<file path="config.mk">
export PLATFORM = sky130hd
export DESIGN_NAME = memory_stage
export DESIGN_NICKNAME = d
export VERILOG_FILES = /design/src/rtl/memory_stage_pkg.sv /design/src/rtl/memory_stage_load_align.sv /design/src/rtl/memory_stage.sv
export SDC_FILE = /design/constraint.sdc
export NUM_CORES = 1
export LEC_CHECK = 0
export BUFFER_PORTS_ARGS = -buffer_cell sky130_fd_sc_hd__buf_2
export CAP_MARGIN = 10
export CORE_MARGIN = 3
export CORE_UTILIZATION = 47
export CTS_CLUSTER_SIZE = 16
export DETAILED_ROUTE_END_ITERATION = 6
export MAX_ROUTING_LAYER = met4
export PLACE_DENSITY = 0.76
export SYNTH_ARGS = -nofsm -noshare
export SYNTH_HDL_FRONTEND = slang
export SYNTH_HIERARCHICAL = 1
export SYNTH_SLANG_ARGS = --single-unit
</file>
<file path="constraint.sdc">
create_clock -name clk -period 1.9 [get_ports clk]
set_input_delay 0 -clock clk [delete_from_list [all_inputs] [get_ports clk]]
set_output_delay 0 -clock clk [all_outputs]
set_load 0.02 [all_outputs]
</file>
<file path="src/rtl/memory_stage_pkg.sv">
`default_nettype none
// ============================================================================
// Module      : memory_stage_pkg
// Description : Shared types for the memory stage: memory-op selectors and the
//               execute/write-back Signals bundle.
// Revision    : 1.0 - initial release
// ============================================================================
package memory_stage_pkg;

  typedef enum logic [1:0] {
    MemNone  = 2'd0,
    MemLoad  = 2'd1,
    MemStore = 2'd2
  } MemOp;

  typedef enum logic [1:0] {
    Byte = 2'd0,
    Half = 2'd1,
    Word = 2'd2
  } MemSize;

  typedef struct packed {
    logic        valid;
    logic [31:0] pc;
    logic        branch;
    logic [3:0]  cond;
    logic [3:0]  flags;
    logic        wback;
    logic [4:0]  wreg;
    logic [31:0] wdata;   // ALU result; effective address for memory ops
    MemOp        mem;
    MemSize      size;
    logic        sext;
    logic [31:0] sdata;   // store data
  } Signals;

  // Natural alignment: word on 4 bytes, half on 2, byte anywhere.
  function automatic logic is_aligned(input MemSize size, input logic [1:0] lo);
    case (size)
      Word:    is_aligned = (lo == 2'b00);
      Half:    is_aligned = ~lo[0];
      default: is_aligned = 1'b1;
    endcase
  endfunction

endpackage
`default_nettype wire

</file>
<file path="src/rtl/memory_stage_load_align.sv">
`default_nettype none
// ============================================================================
// Module      : memory_stage_load_align
// Description : Extracts the addressed byte/half from a 32-bit read word and
//               sign- or zero-extends it to 32 bits.
// Revision    : 1.0 - initial release
// ============================================================================
module memory_stage_load_align
  import memory_stage_pkg::*;
(
  input  logic [31:0] i_rdata,
  input  logic [1:0]  i_addr_lo,
  input  MemSize      i_size,
  input  logic        i_sext,
  output logic [31:0] o_result
);

  logic [7:0]  w_byte;
  logic [15:0] w_half;

  // Lane selection followed by extension according to access size.
  always_comb begin
    w_byte = 8'h00;
    case (i_addr_lo)
      2'd0:    w_byte = i_rdata[7:0];
      2'd1:    w_byte = i_rdata[15:8];
      2'd2:    w_byte = i_rdata[23:16];
      default: w_byte = i_rdata[31:24];
    endcase
    w_half = i_addr_lo[1] ? i_rdata[31:16] : i_rdata[15:0];
    case (i_size)
      Byte:    o_result = {{24{i_sext & w_byte[7]}}, w_byte};
      Half:    o_result = {{16{i_sext & w_half[15]}}, w_half};
      default: o_result = i_rdata;
    endcase
  end

endmodule
`default_nettype wire

</file>
<file path="src/rtl/memory_stage.sv">
`default_nettype none
// ============================================================================
// Module      : memory_stage
// Description : Pipeline stage ahead of write-back. Passes ALU results through
//               in one cycle; performs one load/store per instruction on a
//               registered req/ack data bus, stalling upstream until ack.
// Revision    : 1.0 - initial release
// ============================================================================
module memory_stage
  import memory_stage_pkg::*;
(
  input  logic        clk,
  input  logic        rst,
  input  Signals      i_signals,
  output logic        o_busy,
  output logic        o_misaligned,
  output logic        dmem_req,
  output logic        dmem_we,
  output logic [31:0] dmem_addr,
  output logic [31:0] dmem_wdata,
  output logic [3:0]  dmem_wstrb,
  input  logic        dmem_ack,
  input  logic [31:0] dmem_rdata,
  output Signals      o_signals
);

  localparam logic [0:0] ST_IDLE = 1'b0;
  localparam logic [0:0] ST_WAIT = 1'b1;

  logic [0:0]  state_q, state_d;
  Signals      lat_q, lat_d;
  Signals      out_q, out_d;
  logic        misaligned_q, misaligned_d;
  logic        req_q, req_d;
  logic        we_q, we_d;
  logic [31:0] addr_q, addr_d;
  logic [31:0] wdata_q, wdata_d;
  logic [3:0]  wstrb_q, wstrb_d;

  logic        w_is_mem;
  logic        w_aligned;
  logic [3:0]  w_store_wstrb;
  logic [31:0] w_store_wdata;
  logic [31:0] w_load_data;

  assign w_is_mem  = i_signals.valid && (i_signals.mem != MemNone);
  assign w_aligned = is_aligned(i_signals.size, i_signals.wdata[1:0]);

  // Load data comes from the latched address/size, not the live input.
  memory_stage_load_align u_load_align (
    .i_rdata   (dmem_rdata),
    .i_addr_lo (lat_q.wdata[1:0]),
    .i_size    (lat_q.size),
    .i_sext    (lat_q.sext),
    .o_result  (w_load_data)
  );

  // Byte enables and lane-replicated store data for the incoming instruction.
  always_comb begin
    w_store_wstrb = 4'b1111;
    w_store_wdata = i_signals.sdata;
    case (i_signals.size)
      Byte: begin
        w_store_wstrb = 4'b0001 << i_signals.wdata[1:0];
        w_store_wdata = {4{i_signals.sdata[7:0]}};
      end
      Half: begin
        w_store_wstrb = 4'b0011 << {i_signals.wdata[1], 1'b0};
        w_store_wdata = {2{i_signals.sdata[15:0]}};
      end
      default: ;
    endcase
  end

  // Next-state: enter WAIT on an aligned memory op, leave on ack.
  always_comb begin
    state_d = state_q;
    case (state_q)
      ST_IDLE: if (w_is_mem && w_aligned) state_d = ST_WAIT;
      ST_WAIT: if (dmem_ack)              state_d = ST_IDLE;
      default:                            state_d = ST_IDLE;
    endcase
  end

  // Datapath and bus next values; the bus stays stable while req is high.
  always_comb begin
    lat_d        = lat_q;
    out_d        = out_q;
    misaligned_d = 1'b0;
    req_d        = req_q;
    we_d         = we_q;
    addr_d       = addr_q;
    wdata_d      = wdata_q;
    wstrb_d      = wstrb_q;
    case (state_q)
      ST_IDLE: begin
        out_d = i_signals;
        if (w_is_mem) begin
          if (w_aligned) begin
            lat_d       = i_signals;
            out_d.valid = 1'b0;
            req_d       = 1'b1;
            we_d        = (i_signals.mem == MemStore);
            addr_d      = {i_signals.wdata[31:2], 2'b00};
            wdata_d     = w_store_wdata;
            wstrb_d     = (i_signals.mem == MemStore) ? w_store_wstrb : 4'b0000;
          end else begin
            // Dropped access: no bus cycle, result not written back.
            out_d.wback  = 1'b0;
            misaligned_d = 1'b1;
          end
        end
      end
      ST_WAIT: begin
        out_d.valid = 1'b0;
        if (dmem_ack) begin
          out_d       = lat_q;
          out_d.valid = 1'b1;
          if (lat_q.mem == MemLoad) out_d.wdata = w_load_data;
          else                      out_d.wback = 1'b0;
          req_d   = 1'b0;
          we_d    = 1'b0;
          wstrb_d = 4'b0000;
        end
      end
      default: ;
    endcase
  end

  // State and output registers with synchronous reset.
  always_ff @(posedge clk) begin
    if (rst) begin
      state_q      <= ST_IDLE;
      lat_q        <= '0;
      out_q        <= '0;
      misaligned_q <= 1'b0;
      req_q        <= 1'b0;
      we_q         <= 1'b0;
      addr_q       <= '0;
      wdata_q      <= '0;
      wstrb_q      <= '0;
    end else begin
      state_q      <= state_d;
      lat_q        <= lat_d;
      out_q        <= out_d;
      misaligned_q <= misaligned_d;
      req_q        <= req_d;
      we_q         <= we_d;
      addr_q       <= addr_d;
      wdata_q      <= wdata_d;
      wstrb_q      <= wstrb_d;
    end
  end

  assign o_busy       = (state_q == ST_WAIT);
  assign o_misaligned = misaligned_q;
  assign dmem_req     = req_q;
  assign dmem_we      = we_q;
  assign dmem_addr    = addr_q;
  assign dmem_wdata   = wdata_q;
  assign dmem_wstrb   = wstrb_q;
  assign o_signals    = out_q;

endmodule
`default_nettype wire

</file>
==> results of run 1 <==
-- sequential cells by signal (all words and copies together), names as in the netlist --
| name | count |
|---|---|
| lat_q | 116 |
| dmem_wdata | 24 |
| dmem_we | 1 |
| o_signals | 117 |
| o_busy | 1 |
| dmem_req | 1 |
| dmem_wstrb | 4 |
| o_misaligned | 1 |
-- kinds of logic after synthesis --
kind of cell               count (synthesis)  share of synthesized area, %
and+or+nand+nor                          492                         16.22
AOI/OAI and AO/OA                        363                         20.68
DFF                                      265                         44.06
buffers and inverters                    178                         7.700
muxes                                    132                         10.99
adders and majority gates                  3                        0.3118
other                                      1                       0.03115
-- layout make-up --
class                           count  area, um2
Fill cell                        1918       8506
Multi-Input combinational cell    992       5957
Sequential cell                   265       5320
Timing Repair Buffer              512       3593
Clock buffer                       43      828.3
Tap cell                          324      405.4
Clock inverter                      7      108.9
Inverter                            6      26.28
Antenna cell                        1      2.502
-- through the flow --
step	hold slack [ns]	instances	instance area (um2)	total power [W]
floorplan	0.1360	1435	12050	0.008064
global placement	0.2512	1973	13810	0.008956
detailed placement	0.2562	1973	13810	0.009013
CTS	0.04875	2141	15950	0.01480
global route	0.09315	2150	16240	0.01548
finish	0.07025	2150	16240	0.01489
-- synth_stat cells, drive strengths merged, types with 2 or more instances --
master,number
dfxtp,265
ha,3
a211oi,91
mux2i,130
a22oi,9
nor2b,11
o22a,7
nor3,17
mux2,2
clkbuf,81
o21ai,16
a311oi,9
nand3,7
a21oi,150
inv,5
a31oi,2
o221ai,8
o211ai,17
nor2,143
a22o,8
nand2,302
a221oi,8
nand2b,5
a211o,32
buf,91
-- critical path: cells and delay by family (launching register included) --
family	cells	cell delay, ns
buffers and inverters	2	0.27
DFF	1	0.40
and+or+nand+nor	1	0.19
AOI/OAI and AO/OA	4	0.83
muxes	1	0.11
-- worst paths after layout --
check / from / end / depth (start not counted)
max: lat_q[38] / o_signals[67] / 8
min reg2reg: lat_q[94] / lat_q[94] / 2
min: dmem_ack / o_signals[60] / 4
max reg2reg: lat_q[38] / o_signals[67] / 8
-- repair_timing --
| action | 4_1_cts | 5_1_grt |
|---|---|---|
| pin swaps | 0 | 5 |
| endpoints found under the setup margin | 6 | 130 |
| hold buffers | 118 | 0 |
| resized for setup | 4 | 36 |
| hold endpoints to repair | 264 | 0 |
| setup buffers | 0 | 4 |
| cloned | 0 | 4 |
-- routing by layer --
layer	vias to the layer above	GRT usage (%)
li1	5703	-
met1	5664	32.58
met2	587	44.79
met3	129	6.141
met4	0	10.31
met5	-	-
-- where the power goes --
group	switching, W	internal, W	total, W
Clock	0.00231	0.00329	0.00560
Combinational	0.00181	0.00123	0.00304
Sequential	0.000268	0.00598	0.00625
Total	0.00439	0.0105	0.0149
==> impl_metrics.json, run 1 <==
{
  "h-tree-depth": 1,
  "drive_gt1_share_pct": 26.41,
  "skew_ns": 0.01487,
  "cts_tree": "done",
  "num_rows": 57,
  "synth_area_leaders": "dfxtp_1, mux2i_1, nand2_1, a21oi_1, a211oi_1",
  "dr_wl_met2_um": 18790,
  "pre_cts_ws_ns": -0.01361,
  "layout_common_cells": "buf_2, nand2_1, dfxtp_1, a21oi_1, nor2_1",
  "grtUsageTotal_pct": 27.17,
  "layout_commonest_cell": "buf_2",
  "synthCells": 1434,
  "finalHoldViolCount": 0,
  "finalCritPeriodShare_pct": 98.06,
  "r2r_slack_ns": 0.04,
  "synth_cell_types": 47,
  "setup_viol": 0,
  "critPathSlowestCell": "dfxtp_4",
  "drc": 2,
  "cp_data_arrival_time_ns": 2.34,
  "routed-wl-met3_um": 3403,
  "viasPerCell": 5.620,
  "place.gp.congestion": 0.9320,
  "ir_worst_vdd_mv": 0.8402,
  "drv_cap": 0,
  "dp.final_hpwl_um": 24530,
  "drtIter0Drc": 1217,
  "drv_slew": 0,
  "core-area_mm2": 0.02475,
  "ys_ff_latch": 265,
  "ys_warn_count": 6,
  "rsz0062_at_grt": "yes",
  "drt_wl_total_um": 39440,
  "wl_per_cell_um": 18.35,
  "fp.dieArea_mm2": 0.02757,
  "crit_chain": "nor2b_4 -> a32oi_4 -> buf_6 -> buf_12 -> o211ai_1 -> mux2i_1 -> a211o_1 -> a21oi_1",
  "crit_path_max_incr_delay_ns": 0.40,
  "final_util_pct": 65.63,
  "async_flop_share_pct": 0,
  "fin_tns_setup_ns": 0,
  "slew_headroom_pct": 56.00,
  "violations": "DRC",
  "dr.max_layer_used": "met4",
  "yosysTopAreaCellShare_pct": 44.06,
  "worstSkewPairLatency_ns": 0.56,
  "fp.dieH_um": 166.1,
  "nets": 1961,
  "ant_nets": 0,
  "clk_path_buf_depth": 3,
  "cts_buffers": 29,
  "synth_edf_count": 0,
  "overflow": 0,
  "drt-met1-wl_um": 15530,
  "clk_pin_slew_worst_paths_ns": 0.06,
  "endpoint_kind": "flip-flop",
  "yosysSeqAreaShare_pct": 44.06,
  "num_vias": 12083,
  "synth.avg_cell_area_um2": 8.396,
  "synth_largest_area_cell": "dfxtp_1",
  "clkSinkCount": 265,
  "p_leak_nw": 6.967,
  "netlist_area_mm2": 0.01204,
  "grt_pass1_wl_um": 61560,
  "grt_pass1_vias": 11712,
  "portBuffers": 338,
  "ys.flop_type": "dfxtp_1",
  "fp.dieW_um": 166.1,
  "crit_path_start_kind": "flip-flop",
  "area_growth_syn_to_layout_pct": 34.90,
  "fin_ws_ns": 0.03693,
  "ioPinCount": 341,
  "status": "finished, violations left",
  "grt_max_degree": 124,
  "fin_crit_ns": 1.863,
  "grt_antenna_before_repair": 1,
  "power_density_mw_per_mm2": 916.5,
  "dr.pass1.iters": 7,
  "critical_path_class": "flip-flop to flip-flop",
  "start_util_pct": 48.65,
  "root_buffer": "clkbuf_16",
  "worst_pin_slew_ns": 0.6601,
  "cp_max_fo": 6,
  "worstHoldPathType": "input pin to flip-flop",
  "required_ns": 2.38,
  "fmax_mhz": 536.7
}
Note: power is estimated with default switching activity, not from simulation.
==> inputs of run 2 (changes only) <==
--- a/config.mk
+++ b/config.mk
@@ -13,6 +13,7 @@
 export DETAILED_ROUTE_END_ITERATION = 6
 export MAX_ROUTING_LAYER = met4
 export PLACE_DENSITY = 0.76
+export REMOVE_ABC_BUFFERS = 1
 export SYNTH_ARGS = -nofsm -noshare
 export SYNTH_HDL_FRONTEND = slang
 export SYNTH_HIERARCHICAL = 1
==> impl_metrics.json, run 2 (same netlist as run 1, synthesis figures left out) <==
{
  "area_growth_syn_to_layout_pct": 34.54,
  "diodes": 0,
  "whs_endpoint": "o_signals[57]",
  "min_from": "dmem_rdata[20]",
  "ant_nets": 0,
  "slew_headroom_pct": 32.17,
  "required_ns": 2.37,
  "fin_tns_setup_ns": 0,
  "drv_slew": 0,
  "drt-met1-wl_um": 15210,
  "core-area_mm2": 0.02475,
  "timing.rr.end": "o_signals[50]",
  "dr_wl_met2_um": 18750,
  "fp.dieH_um": 166.1,
  "finalHoldViolCount": 0,
  "critical_path_class": "input pin to flip-flop",
  "skew_ns": 0.01292,
  "drc": 0,
  "status": "finished clean",
  "worstHoldPathType": "input pin to flip-flop",
  "drv_cap": 0,
  "drive_gt1_share_pct": 26.35,
  "finalCritPeriodShare_pct": 97.73,
  "ioPinCount": 341,
  "overflow": 0,
  "cp_max_fo": 31,
  "drt_wl_total_um": 38390,
  "layout_commonest_cell": "buf_2",
  "start_util_pct": 48.65,
  "holdPathStages": 6,
  "dr.pass1.iters": 6,
  "clk_pin_slew_worst_paths_ns": 0.06,
  "grt_antenna_before_repair": 0,
  "dr.max_layer_used": "met4",
  "clkSinkCount": 265,
  "root_buffer": "clkbuf_16",
  "dp.final_hpwl_um": 24200,
  "fmax_mhz": 538.5,
  "largest_register_ffs": 117,
  "crit_path_start_kind": "input pin",
  "wl_per_cell_um": 17.83,
  "power_density_mw_per_mm2": 907.6,
  "setup_viol": 0,
  "endpoint_kind": "flip-flop",
  "portBuffers": 338,
  "cp_data_arrival_time_ns": 2.32,
  "final_util_pct": 65.46,
  "clk_path_buf_depth": 3,
  "grt_pass1_wl_um": 59780,
  "num_rows": 57,
  "cts_tree": "done",
  "nets": 1965,
  "rr_startpoint": "lat_q[34]",
  "h-tree-depth": 1,
  "final_cell_area_mm2": 0.01620,
  "place.gp.congestion": 0.8897,
  "r2r_slack_ns": 0.05,
  "grt_max_degree": 141,
  "cts_buffers": 28,
  "p_leak_nw": 6.968,
  "worstSkewPairLatency_ns": 0.54,
  "worst-r2r-cell-count": 8,
  "fp.dieArea_mm2": 0.02757,
  "fp.dieW_um": 166.1,
  "layout_common_cells": "buf_2, nand2_1, dfxtp_1, a21oi_1, nor2_1",
  "num_vias": 11925,
  "routed-wl-met3_um": 3113,
  "grtUsageTotal_pct": 26.32,
  "worst_pin_slew_ns": 1.018,
  "placed_cell_area_mm2": 0.01386,
  "fin_crit_ns": 1.857,
  "drtIter0Drc": 1050,
  "viasPerCell": 5.539,
  "hold_ws_ns": 0.08542,
  "grt_pass1_vias": 11446,
  "ir_worst_vdd_mv": 0.8819
}
-- run 2: changes by cell type in the layout (fill, tap and decap cells not counted), moves of 4 or more --
cell and change:
mux2i_1 +6, buf_4 +5, o221ai_1 -5, clkbuf_1 -4, mux2i_2 -4, o221ai_2 +4
-- run 2: what timing repair did --
item,in CTS,in global routing
hold buffers,119,0
endpoints found under the setup margin,8,56
resized for setup,4,25
buffers inserted,0,2
endpoints found under the hold margin,263,0
pin swaps,0,6
cloned,0,4
-- run 2: final cells by class --
cell class | count | area, um2
Tap cell | 324 | 405.4
Clock buffer | 41 | 840.8
Fill cell | 1933 | 8548
Inverter | 6 | 22.52
Clock inverter | 8 | 80.08
Timing Repair Buffer | 517 | 3611
Sequential cell | 265 | 5316
Multi-Input combinational cell | 992 | 5923
-- run 2: worst max-delay path by stage --
| stage | start | endpoint | depth (start not counted) |
|---|---|---|---|
| finish | i_signals[34] | dmem_wdata[31] | 9 |
| global route | i_signals[34] | dmem_wdata[31] | 9 |
| CTS | lat_q[37] | o_signals[46] | 7 |
| detailed placement | lat_q[38] | o_signals[48] | 8 |
| global placement | lat_q[38] | o_signals[48] | 8 |
| floorplan | o_busy | dmem_wstrb[1] | 2 |
-- run 2: power breakdown --
group          leakage, nW  internal, W  switching [W]
clock                0.459      0.00319        0.00224
combinational         4.32      0.00123        0.00180
sequential            2.19      0.00598       0.000260
total                 6.97       0.0104        0.00430
-- run 2: through the flow --
step	total power [W]	setup slack, ns	instances
finish	0.01470	0.04312	2153
global route	0.01531	-0.02776	2153
CTS	0.01463	0.003013	2147
detailed placement	0.009028	-0.1171	1979
global placement	0.008966	-0.04301	1979
floorplan	0.007833	-4.746	1263
-- run 2: critical path, cell delays in order --
cell and delay [ns]:
dlygate4sd3_1 0.52, buf_2 0.14, ha_1 0.16, or3b_4 0.42, a311oi_4 0.40, clkbuf_16 0.29, buf_4 0.17, nor2_1 0.04
nor3_1 0.16
-- run 2: per-layer routing --
layer / vias up / global-route usage, %
li1: 5703 / -
met1: 5579 / 32.04
met2: 540 / 44.34
met3: 103 / 5.284
met4: 0 / 7.920
met5: - / -
